===== src/rtl/nareg_load_data_pkg.sv =====
// Shared types for the non-architectural load-data register: funct3 load encodings,
// FSM states and the default datapath width.
package nareg_pkg;

    typedef enum logic [2:0] {
        LB  = 3'd0,
        LH  = 3'd1,
        LW  = 3'd2,
        LD  = 3'd3,
        LBU = 3'd4,
        LHU = 3'd5,
        LWU = 3'd6
    } load_f3_e;

    typedef enum logic [1:0] {
        IDLE  = 2'd0,
        WAIT  = 2'd1,
        VALID = 2'd2
    } nareg_state_e;

    localparam int XLEN_DEFAULT = 32;

endpackage


===== src/rtl/nareg_load_data_extend.sv =====
// Combinational load extractor: selects the addressed byte/half/word of the memory
// word, sign- or zero-extends it, and flags illegal or misaligned accesses.
module load_extend
    import nareg_pkg::*;
#(
    parameter int XLEN = XLEN_DEFAULT,
    localparam int ALEN = $clog2(XLEN / 8)
) (
    input  logic [2:0]      funct3,
    input  logic [ALEN-1:0] off,
    input  logic [XLEN-1:0] read_data,
    output logic [XLEN-1:0] ext,
    output logic            legal
);

    logic [ALEN-1:0] off_h;
    logic [ALEN-1:0] off_w;
    logic [7:0]      b;
    logic [15:0]     h;
    logic [31:0]     w;
    load_f3_e        f3;

    // Half/word lanes use the offset rounded down to their natural alignment.
    assign off_h = off & ~ALEN'(1);
    assign off_w = off & ~ALEN'(3);
    assign b     = read_data[{off,   3'b000} +: 8];
    assign h     = read_data[{off_h, 3'b000} +: 16];
    assign w     = read_data[{off_w, 3'b000} +: 32];
    assign f3    = load_f3_e'(funct3);

    always_comb begin
        ext   = '0;
        legal = 1'b0;
        case (f3)
            LB:  begin legal = 1'b1;                            ext = XLEN'($signed(b)); end
            LH:  begin legal = ~off[0];                         ext = XLEN'($signed(h)); end
            LW:  begin legal = (off[1:0] == 2'b00);             ext = XLEN'($signed(w)); end
            LD:  begin legal = (XLEN == 64) && (off == '0);     ext = read_data;         end
            LBU: begin legal = 1'b1;                            ext = XLEN'(b);          end
            LHU: begin legal = ~off[0];                         ext = XLEN'(h);          end
            LWU: begin legal = (XLEN == 64) && (off[1:0] == 2'b00); ext = XLEN'(w);      end
            default: ;
        endcase
    end

endmodule


===== src/rtl/nareg_load_data.sv =====
// Load-data register tracking one outstanding load (issue, response, ack) with
// misalignment and timeout reporting. Define NAREG_LOAD_BYPASS_EN for 0-cycle Data bypass.
module nareg_load_data
    import nareg_pkg::*;
#(
    parameter int XLEN    = XLEN_DEFAULT,
    parameter int TIMEOUT = 16,
    localparam int ALEN   = $clog2(XLEN / 8)
) (
    input  logic            clk,
    input  logic            rst,
    input  logic            load_req,
    input  logic [2:0]      funct3,
    input  logic [ALEN-1:0] addr_lo,
    input  logic [XLEN-1:0] ReadData,
    input  logic            rvalid,
    input  logic            load_ack,
    output logic            busy,
    output logic [XLEN-1:0] Data,
    output logic            data_valid,
    output logic            misalign_err,
    output logic            timeout_err
);

    localparam int CW = (TIMEOUT > 1) ? $clog2(TIMEOUT) : 1;
    localparam logic [CW-1:0] CNT_LAST = CW'((TIMEOUT > 0) ? TIMEOUT - 1 : 0);

    nareg_state_e    state_reg;
    logic [CW-1:0]   count_reg;
    logic [2:0]      f3_reg;
    logic [ALEN-1:0] off_reg;
    logic [XLEN-1:0] data_reg;
    logic            busy_reg;
    logic            valid_reg;
    logic            misalign_reg;
    logic            timeout_reg;

    logic            in_wait;
    logic            accept;
    logic [2:0]      sel_f3;
    logic [ALEN-1:0] sel_off;
    logic [XLEN-1:0] ext;
    logic            legal;

    assign in_wait = (state_reg == WAIT);
    assign accept  = load_req && ((state_reg == IDLE) || ((state_reg == VALID) && load_ack));

    // One extractor serves both jobs: legality of an incoming request outside WAIT,
    // extraction with the latched request inside WAIT.
    assign sel_f3  = in_wait ? f3_reg  : funct3;
    assign sel_off = in_wait ? off_reg : addr_lo;

    load_extend #(.XLEN(XLEN)) u_extend (
        .funct3    (sel_f3),
        .off       (sel_off),
        .read_data (ReadData),
        .ext       (ext),
        .legal     (legal)
    );

    always_ff @(posedge clk or negedge rst) begin
        if (!rst) begin
            state_reg    <= IDLE;
            count_reg    <= '0;
            f3_reg       <= '0;
            off_reg      <= '0;
            data_reg     <= '0;
            busy_reg     <= 1'b0;
            valid_reg    <= 1'b0;
            misalign_reg <= 1'b0;
            timeout_reg  <= 1'b0;
        end else begin
            misalign_reg <= 1'b0;
            timeout_reg  <= 1'b0;
            case (state_reg)
                IDLE, VALID: begin
                    if (accept) begin
                        valid_reg <= 1'b0;
                        if (legal) begin
                            state_reg <= WAIT;
                            busy_reg  <= 1'b1;
                            f3_reg    <= funct3;
                            off_reg   <= addr_lo;
                            count_reg <= '0;
                        end else begin
                            state_reg    <= IDLE;
                            misalign_reg <= 1'b1;
                        end
                    end else if ((state_reg == VALID) && load_ack) begin
                        state_reg <= IDLE;
                        valid_reg <= 1'b0;
                    end
                end
                WAIT: begin
                    if (rvalid) begin
                        data_reg  <= ext;
                        state_reg <= VALID;
                        valid_reg <= 1'b1;
                        busy_reg  <= 1'b0;
                    end else if ((TIMEOUT != 0) && (count_reg == CNT_LAST)) begin
                        data_reg    <= '0;
                        state_reg   <= IDLE;
                        busy_reg    <= 1'b0;
                        timeout_reg <= 1'b1;
                    end else begin
                        count_reg <= count_reg + 1'b1;
                    end
                end
                default: state_reg <= IDLE;
            endcase
        end
    end

    assign busy         = busy_reg;
    assign misalign_err = misalign_reg;
    assign timeout_err  = timeout_reg;

`ifdef NAREG_LOAD_BYPASS_EN
    assign Data       = (in_wait && rvalid) ? ext : data_reg;
    assign data_valid = valid_reg | (in_wait && rvalid);
`else
    assign Data       = data_reg;
    assign data_valid = valid_reg;
`endif

endmodule


===== config.mk =====
export PLATFORM = sky130hd
export DESIGN_NAME = nareg_load_data
export DESIGN_NICKNAME = d
export VERILOG_FILES = /design/src/rtl/nareg_load_data_pkg.sv /design/src/rtl/nareg_load_data_extend.sv /design/src/rtl/nareg_load_data.sv
export SDC_FILE = /design/constraint.sdc
export NUM_CORES = 1
export LEC_CHECK = 0
export CAP_MARGIN = 25
export CORE_MARGIN = 2
export CORE_UTILIZATION = 47
export DETAILED_ROUTE_END_ITERATION = 10
export GPL_TIMING_DRIVEN = 0
export PLACE_DENSITY = 0.89
export SYNTH_ARGS = -nofsm -noshare
export SYNTH_HDL_FRONTEND = slang
export SYNTH_SLANG_ARGS = --single-unit

===== constraint.sdc =====
create_clock -name clk -period 2.4 [get_ports clk]
set_input_delay 0.36 -clock clk [delete_from_list [all_inputs] [get_ports clk]]
set_output_delay 0.36 -clock clk [all_outputs]
set_load 0.02 [all_outputs]

==> impl_metrics.env, run 1 <==
export IMPL_whs_ps=408
export IMPL_start_util_pct=48.0
export IMPL_clk_latency_ps=310
export IMPL_drtIter0Drc=261
export IMPL_internal_power_mw=2.36
export IMPL_crit_chain="nor2b_1 -> buf_4 -> mux2_2 -> o21a_1 -> buf_2 -> o21bai_4 -> a221oi_2 -> o21ai_0"
export IMPL_drive_gt1_share_pct=13.5
export IMPL_ys_seq_area_share_pct=45.3
export IMPL_area_delta_synth_final_pct=41.0
export IMPL_yosys_top_cells_area="dfrtp_1 (45%), nand2_1 (7.5%), a211oi_1 (5.5%)"
export IMPL_die_area_mm2=0.00613
export IMPL_yosys_warnings=0
export IMPL_fin_worst_skew_ps=13.5
export IMPL_tightest_slew_ps=622
export IMPL_crit_path_max_incr_delay_ps=440
export IMPL_peakVddDrop_mv=0.516
export IMPL_hp_class="in -> async"
export IMPL_htreeDepth=2
export IMPL_dp_cells=424
export IMPL_yosysMostFrequentCell="nand2_1"
export IMPL_row_count=27
export IMPL_syn_area_mm2=0.00259
export IMPL_slew_headroom_pct=58.5
export IMPL_finalMaxSlewViolations=0
export IMPL_vias=2666
export IMPL_overflow=0
export IMPL_grt_first_pass_wirelength_mm=12.2
export IMPL_cts_buffers=5
export IMPL_wl_mm=7.82
export IMPL_clock_sinks=47
export IMPL_crit_family="compound AO/OA/AOI/OAI gates"
export IMPL_fmax_ghz=0.433
export IMPL_worstPathRequired_ps=2570
export IMPL_io_pins=78
export IMPL_hold_viol=0
export IMPL_grt_max_degree=43
export IMPL_setup_viol=0
export IMPL_post_dp_hpwl_mm=5.52
export IMPL_drv_cap=0
export IMPL_synthesis_instances=274
export IMPL_seqPwrFrac_pct=32.5
export IMPL_nNetsFinal=405
export IMPL_path_buf_inv=2
export IMPL_power_density_mw_per_mm2=1120
export IMPL_cts_root_buf="clkbuf_8"
export IMPL_synth_edf_count=0
export IMPL_power_mw=4.11
export IMPL_die_height_um=78.3
export IMPL_final_period_utilization_pct=96.3
export IMPL_cp_arrival_ps=2480
export IMPL_grt_pass1_vias=2452
export IMPL_clockPowerShare_pct=12.3
export IMPL_async_flop_share_pct=100
export IMPL_drc=0
export IMPL_status="finished, final reports clean"
export IMPL_synthTopCellsByCount="nand2_1 (52), dfrtp_1 (47), o21ai_1 (22), a21oi_1 (20), a211oi_1 (19)"
export IMPL_clock_path_buffers=2
export IMPL_setup_ws_ps=89.6
export IMPL_combPwrFrac_pct=55.2
export IMPL_cts_tree="built"
export IMPL_antenna_left=0
export IMPL_wire_per_inst_um=18.0
export IMPL_synth_top_cell_area_share_pct=45.3
export IMPL_n_antenna_cell=0
export IMPL_switching_share_pct=42.6
export IMPL_synth_cell_types=43
export IMPL_synth_area_per_cell_um2=9.47
export IMPL_drtPass1Iterations=5
export IMPL_critPathMaxFanout=9
export IMPL_min_period_ps=2310
export IMPL_gp_congestion=0.972
export IMPL_crit_path_end_kind="register"
export IMPL_crit_path_top_delay_cell="dfrtp_2"
export IMPL_yosysTopAreaCell="dfrtp_1"
export IMPL_die_w_um=78.3
export IMPL_io_buffers=77
export IMPL_core_mm2=0.00541
export IMPL_crit_type="reg -> reg"
export IMPL_power_switching_mw=1.75
export IMPL_antenna_found_initial=0
export IMPL_place_ws_ps=-234
export IMPL_largest_register_ffs=32
export IMPL_synth_seq_cells=47
export IMPL_grt_use_total_pct=25.2
export IMPL_finalNonFillerCells=435
export IMPL_power_leakage_nw=1.51
export IMPL_synth_nets=317
export IMPL_synth_top_flop_cell="dfrtp_1"
export IMPL_vias_per_cell=6.13
export IMPL_clk_pin_slew_ps=90
export IMPL_setup_worst_path_start_class="register"
-- kinds of logic after synthesis --
group | after synthesis | share of synthesized area (%)
fa+ha+maj | 1 | 0.482
simple gates | 86 | 15.1
buf+inv | 20 | 4.20
mux | 20 | 8.54
compound gates | 100 | 26.4
flops | 47 | 45.3
-- stage by stage --
stage / TNS [ps] / instance area [um2] / util, %
floorplan: 0 / 2590 / -
CTS: 0 / 3610 / 66.8
detailed placement: -2080 / 3470 / 64.2
global placement: -12450 / 3450 / 63.9
global route: -54.8 / 3660 / 67.6
finish: 0 / 3660 / 67.6
-- worst paths after layout --
path	start	endpoint	slack, ps	depth (start not counted)
hold reg to reg	count_reg[3]$_DFFE_PN0P_	count_reg[3]$_DFFE_PN0P_	480	1
setup / recovery	state_reg[0]$_DFFE_PN0P_	Data[10]$_DFFE_PN0P_	90	8
setup reg to reg	state_reg[0]$_DFFE_PN0P_	Data[10]$_DFFE_PN0P_	90	8
hold / removal	rst	count_reg[0]$_DFFE_PN0P_	410	2
max in group asynchronous	rst	Data[7]$_DFFE_PN0P_	1530	3
min in group clk	count_reg[3]$_DFFE_PN0P_	count_reg[3]$_DFFE_PN0P_	480	1
-- cell usage in the layout (no fill, tap or decap), types with 2 or more instances in the layout --
cell,n
clkbuf_2,2
a221oi_1,2
inv_1,2
clkdlybuf4s50_1,76
a22o_1,2
dfrtp_1,45
nor2_1,12
a221oi_2,4
nand2b_1,3
o221ai_1,6
nor2b_1,4
a2111oi_4,2
dfrtp_2,2
buf_6,2
clkbuf_1,6
buf_4,5
nand3_1,2
nand2_1,52
o21ai_0,10
a211oi_1,19
mux2_2,7
a21oi_1,18
buf_2,5
clkbuf_8,6
a21oi_2,2
nor3_1,5
o21ai_1,23
mux2i_1,11
a31oi_1,2
-- area by class of cell --
| type | instances | area (um2) |
|---|---|---|
| clock inverters | 2 | 13.8 |
| plain buffers | 18 | 105 |
| flip-flops and latches | 47 | 1180 |
| fillers | 410 | 1750 |
| clock buffers | 6 | 82.6 |
| repair buffers | 80 | 803 |
| inverters | 2 | 7.51 |
| well taps | 72 | 90.1 |
| multi-input cells | 208 | 1380 |
-- power groups by stage --
stage          logic, mW  clock network, mW  registers [mW]
2_1_floorplan       1.07                  0            1.56
3_3_place_gp        2.07                  0            1.32
3_5_place_dp        2.13                  0            1.33
4_1_cts             2.19              0.513            1.32
5_1_grt             2.43              0.551            1.37
6_report            2.27              0.507            1.34
-- layer usage --
layer  wire (um)  vias up  global-route usage, %
met5           0        -                      0
met4         249        0                   7.72
met3         570       36                   5.17
met2        3770      169                   41.2
met1        3230     1270                   33.9
li1            -     1191                      -
-- what timing repair did --
action	in CTS	in global routing
setup endpoints to repair	4	32
gates cloned	0	1
buffers inserted	1	0
gates resized for setup	6	10
hold endpoints to repair	5	0
pin swaps	1	2
hold buffers	1	0
Power figures use the tool's default switching activity.
==> run 2: changes to the inputs <==
CORE_UTILIZATION = 41   (was 47)
PLACE_DENSITY = 0.8   (was 0.89)
REMOVE_ABC_BUFFERS = 1   (was not set)
==> impl_metrics.env, run 2 (synthesis results as in run 1) <==
export IMPL_worstPathRequired_ps=2580
export IMPL_power_density_mw_per_mm2=1100
export IMPL_final_period_utilization_pct=96.3
export IMPL_clk_pin_slew_ps=80
export IMPL_fin_area_mm2=0.00362
export IMPL_clock_sinks=47
export IMPL_grt_first_pass_wirelength_mm=12.0
export IMPL_drive_gt1_share_pct=12.5
export IMPL_min_period_ps=2310
export IMPL_drtIter0Drc=116
export IMPL_status="finished, final reports clean"
export IMPL_antenna_found_initial=0
export IMPL_crit_chain="nand2b_4 -> mux2_2 -> o21ai_0 -> nor3b_4 -> buf_12 -> mux2_2"
export IMPL_power_mw=3.99
export IMPL_final_common_cell="clkdlybuf4s50_1"
export IMPL_cp_arrival_ps=2490
export IMPL_overflow=0
export IMPL_critPathMaxFanout=10
export IMPL_setup_tns_ps=0
export IMPL_start_util_pct=43.0
export IMPL_cts_root_buf="clkbuf_8"
export IMPL_hold_buffers=0
export IMPL_final_cell_mix="clkdlybuf4s50_1 (76), nand2_1 (52), dfrtp_1 (47)"
export IMPL_clk_latency_ps=290
export IMPL_largest_register_ffs=32
export IMPL_post_dp_hpwl_mm=5.18
export IMPL_cts_buffers=5
export IMPL_vias_per_cell=5.61
export IMPL_timing_critical_path_mode_cell="mux2_2"
export IMPL_die_area_mm2=0.00698
export IMPL_crit_path_end_kind="register"
export IMPL_vias=2399
export IMPL_die_height_um=83.5
export IMPL_drv_cap=0
export IMPL_core_mm2=0.00603
export IMPL_slew_headroom_pct=40.8
export IMPL_fmax_ghz=0.433
export IMPL_reg2reg_from="state_reg[1]$_DFFE_PN0P_"
export IMPL_grt_max_degree=32
export IMPL_gp_congestion=0.919
export IMPL_setup_viol=0
export IMPL_fin_worst_skew_ps=5.17
export IMPL_grt_pass1_vias=2455
export IMPL_area_delta_synth_final_pct=39.7
export IMPL_power_leakage_nw=1.50
export IMPL_io_pins=78
export IMPL_crit_type="reg -> reg"
export IMPL_r2r_cells=6
export IMPL_hp_class="in -> async"
export IMPL_row_count=28
export IMPL_peakVddDrop_mv=0.508
export IMPL_htreeDepth=2
export IMPL_crit_family="multiplexers"
export IMPL_crit_path_top_delay_cell="dfrtp_1"
export IMPL_wire_per_inst_um=16.9
export IMPL_place_area_mm2=0.00341
export IMPL_nNetsFinal=396
export IMPL_tightest_slew_ps=887
export IMPL_rrSetupSlack_ps=90
export IMPL_grt_use_total_pct=21.2
export IMPL_io_buffers=77
export IMPL_reg2reg_to="f3_reg[1]$_DFFE_PN0P_"
export IMPL_wl_mm=7.23
export IMPL_path_buf_inv=1
export IMPL_antenna_left=0
export IMPL_finalMaxSlewViolations=0
export IMPL_setup_worst_path_start_class="register"
export IMPL_crit_path_max_incr_delay_ps=500
export IMPL_cts_tree="built"
export IMPL_clock_path_buffers=2
export IMPL_hold_viol=0
export IMPL_n_antenna_cell=0
export IMPL_drtPass1Iterations=4
export IMPL_drc=0
export IMPL_die_w_um=83.5
[run 2: layout make-up]
type,count,area [um2]
clock buffers,6,82.6
repair buffers,90,900
fillers,514,2400
flip-flops and latches,47,1180
inverters,2,7.51
well taps,75,93.8
multi-input cells,207,1360
clock inverters,1,5.00
[run 2: worst max-delay path by stage]
stage | cells after the start | to | slack, ps | from
floorplan | 6 | Data[10]$_DFFE_PN0P_ | -200 | state_reg[1]$_DFFE_PN0P_
global placement | 4 | Data[7]$_DFFE_PN0P_ | -760 | rvalid
detailed placement | 6 | Data[13]$_DFFE_PN0P_ | -620 | state_reg[1]$_DFFE_PN0P_
CTS | 6 | f3_reg[1]$_DFFE_PN0P_ | 90 | state_reg[1]$_DFFE_PN0P_
global route | 6 | off_reg[0]$_DFFE_PN0P_ | -20 | state_reg[1]$_DFFE_PN0P_
finish | 6 | f3_reg[1]$_DFFE_PN0P_ | 90 | state_reg[1]$_DFFE_PN0P_
[run 2: routing by layer]
metal  GRT usage [%]  vias to the layer above  share of wire, %  routed length [um]
li1                -                     1164                 -                   -
met1            28.6                     1142                43                3100
met2            34.5                       87                49                3560
met3            4.06                        6               6.5                 471
met4            6.89                        0               1.3                  94
met5               0                        -                 0                   0
[run 2: stage by stage]
step                instances  hold slack [ps]  worst slack (ps)  util, %
floorplan                 256             64.4              -195        -
global placement          408              462              -764     55.7
detailed placement        412              332              -618     56.6
CTS                       426             2.68              89.7     59.6
global route              428             26.3             -17.0     60.1
finish                    428             4.46              89.9     60.1
[run 2: power breakdown]
part / internal [mW] / switching (mW) / leakage [nW]
combinational: 1.02 / 1.14 / 0.846
sequential: 1.09 / 0.254 / 0.607
clock: 0.226 / 0.255 / 0.0470
[run 2: what timing repair did]
action,4_1_cts,5_1_grt
gates resized for setup,8,3
pin swaps,2,0
buffers inserted,7,2
setup endpoints to repair,43,14
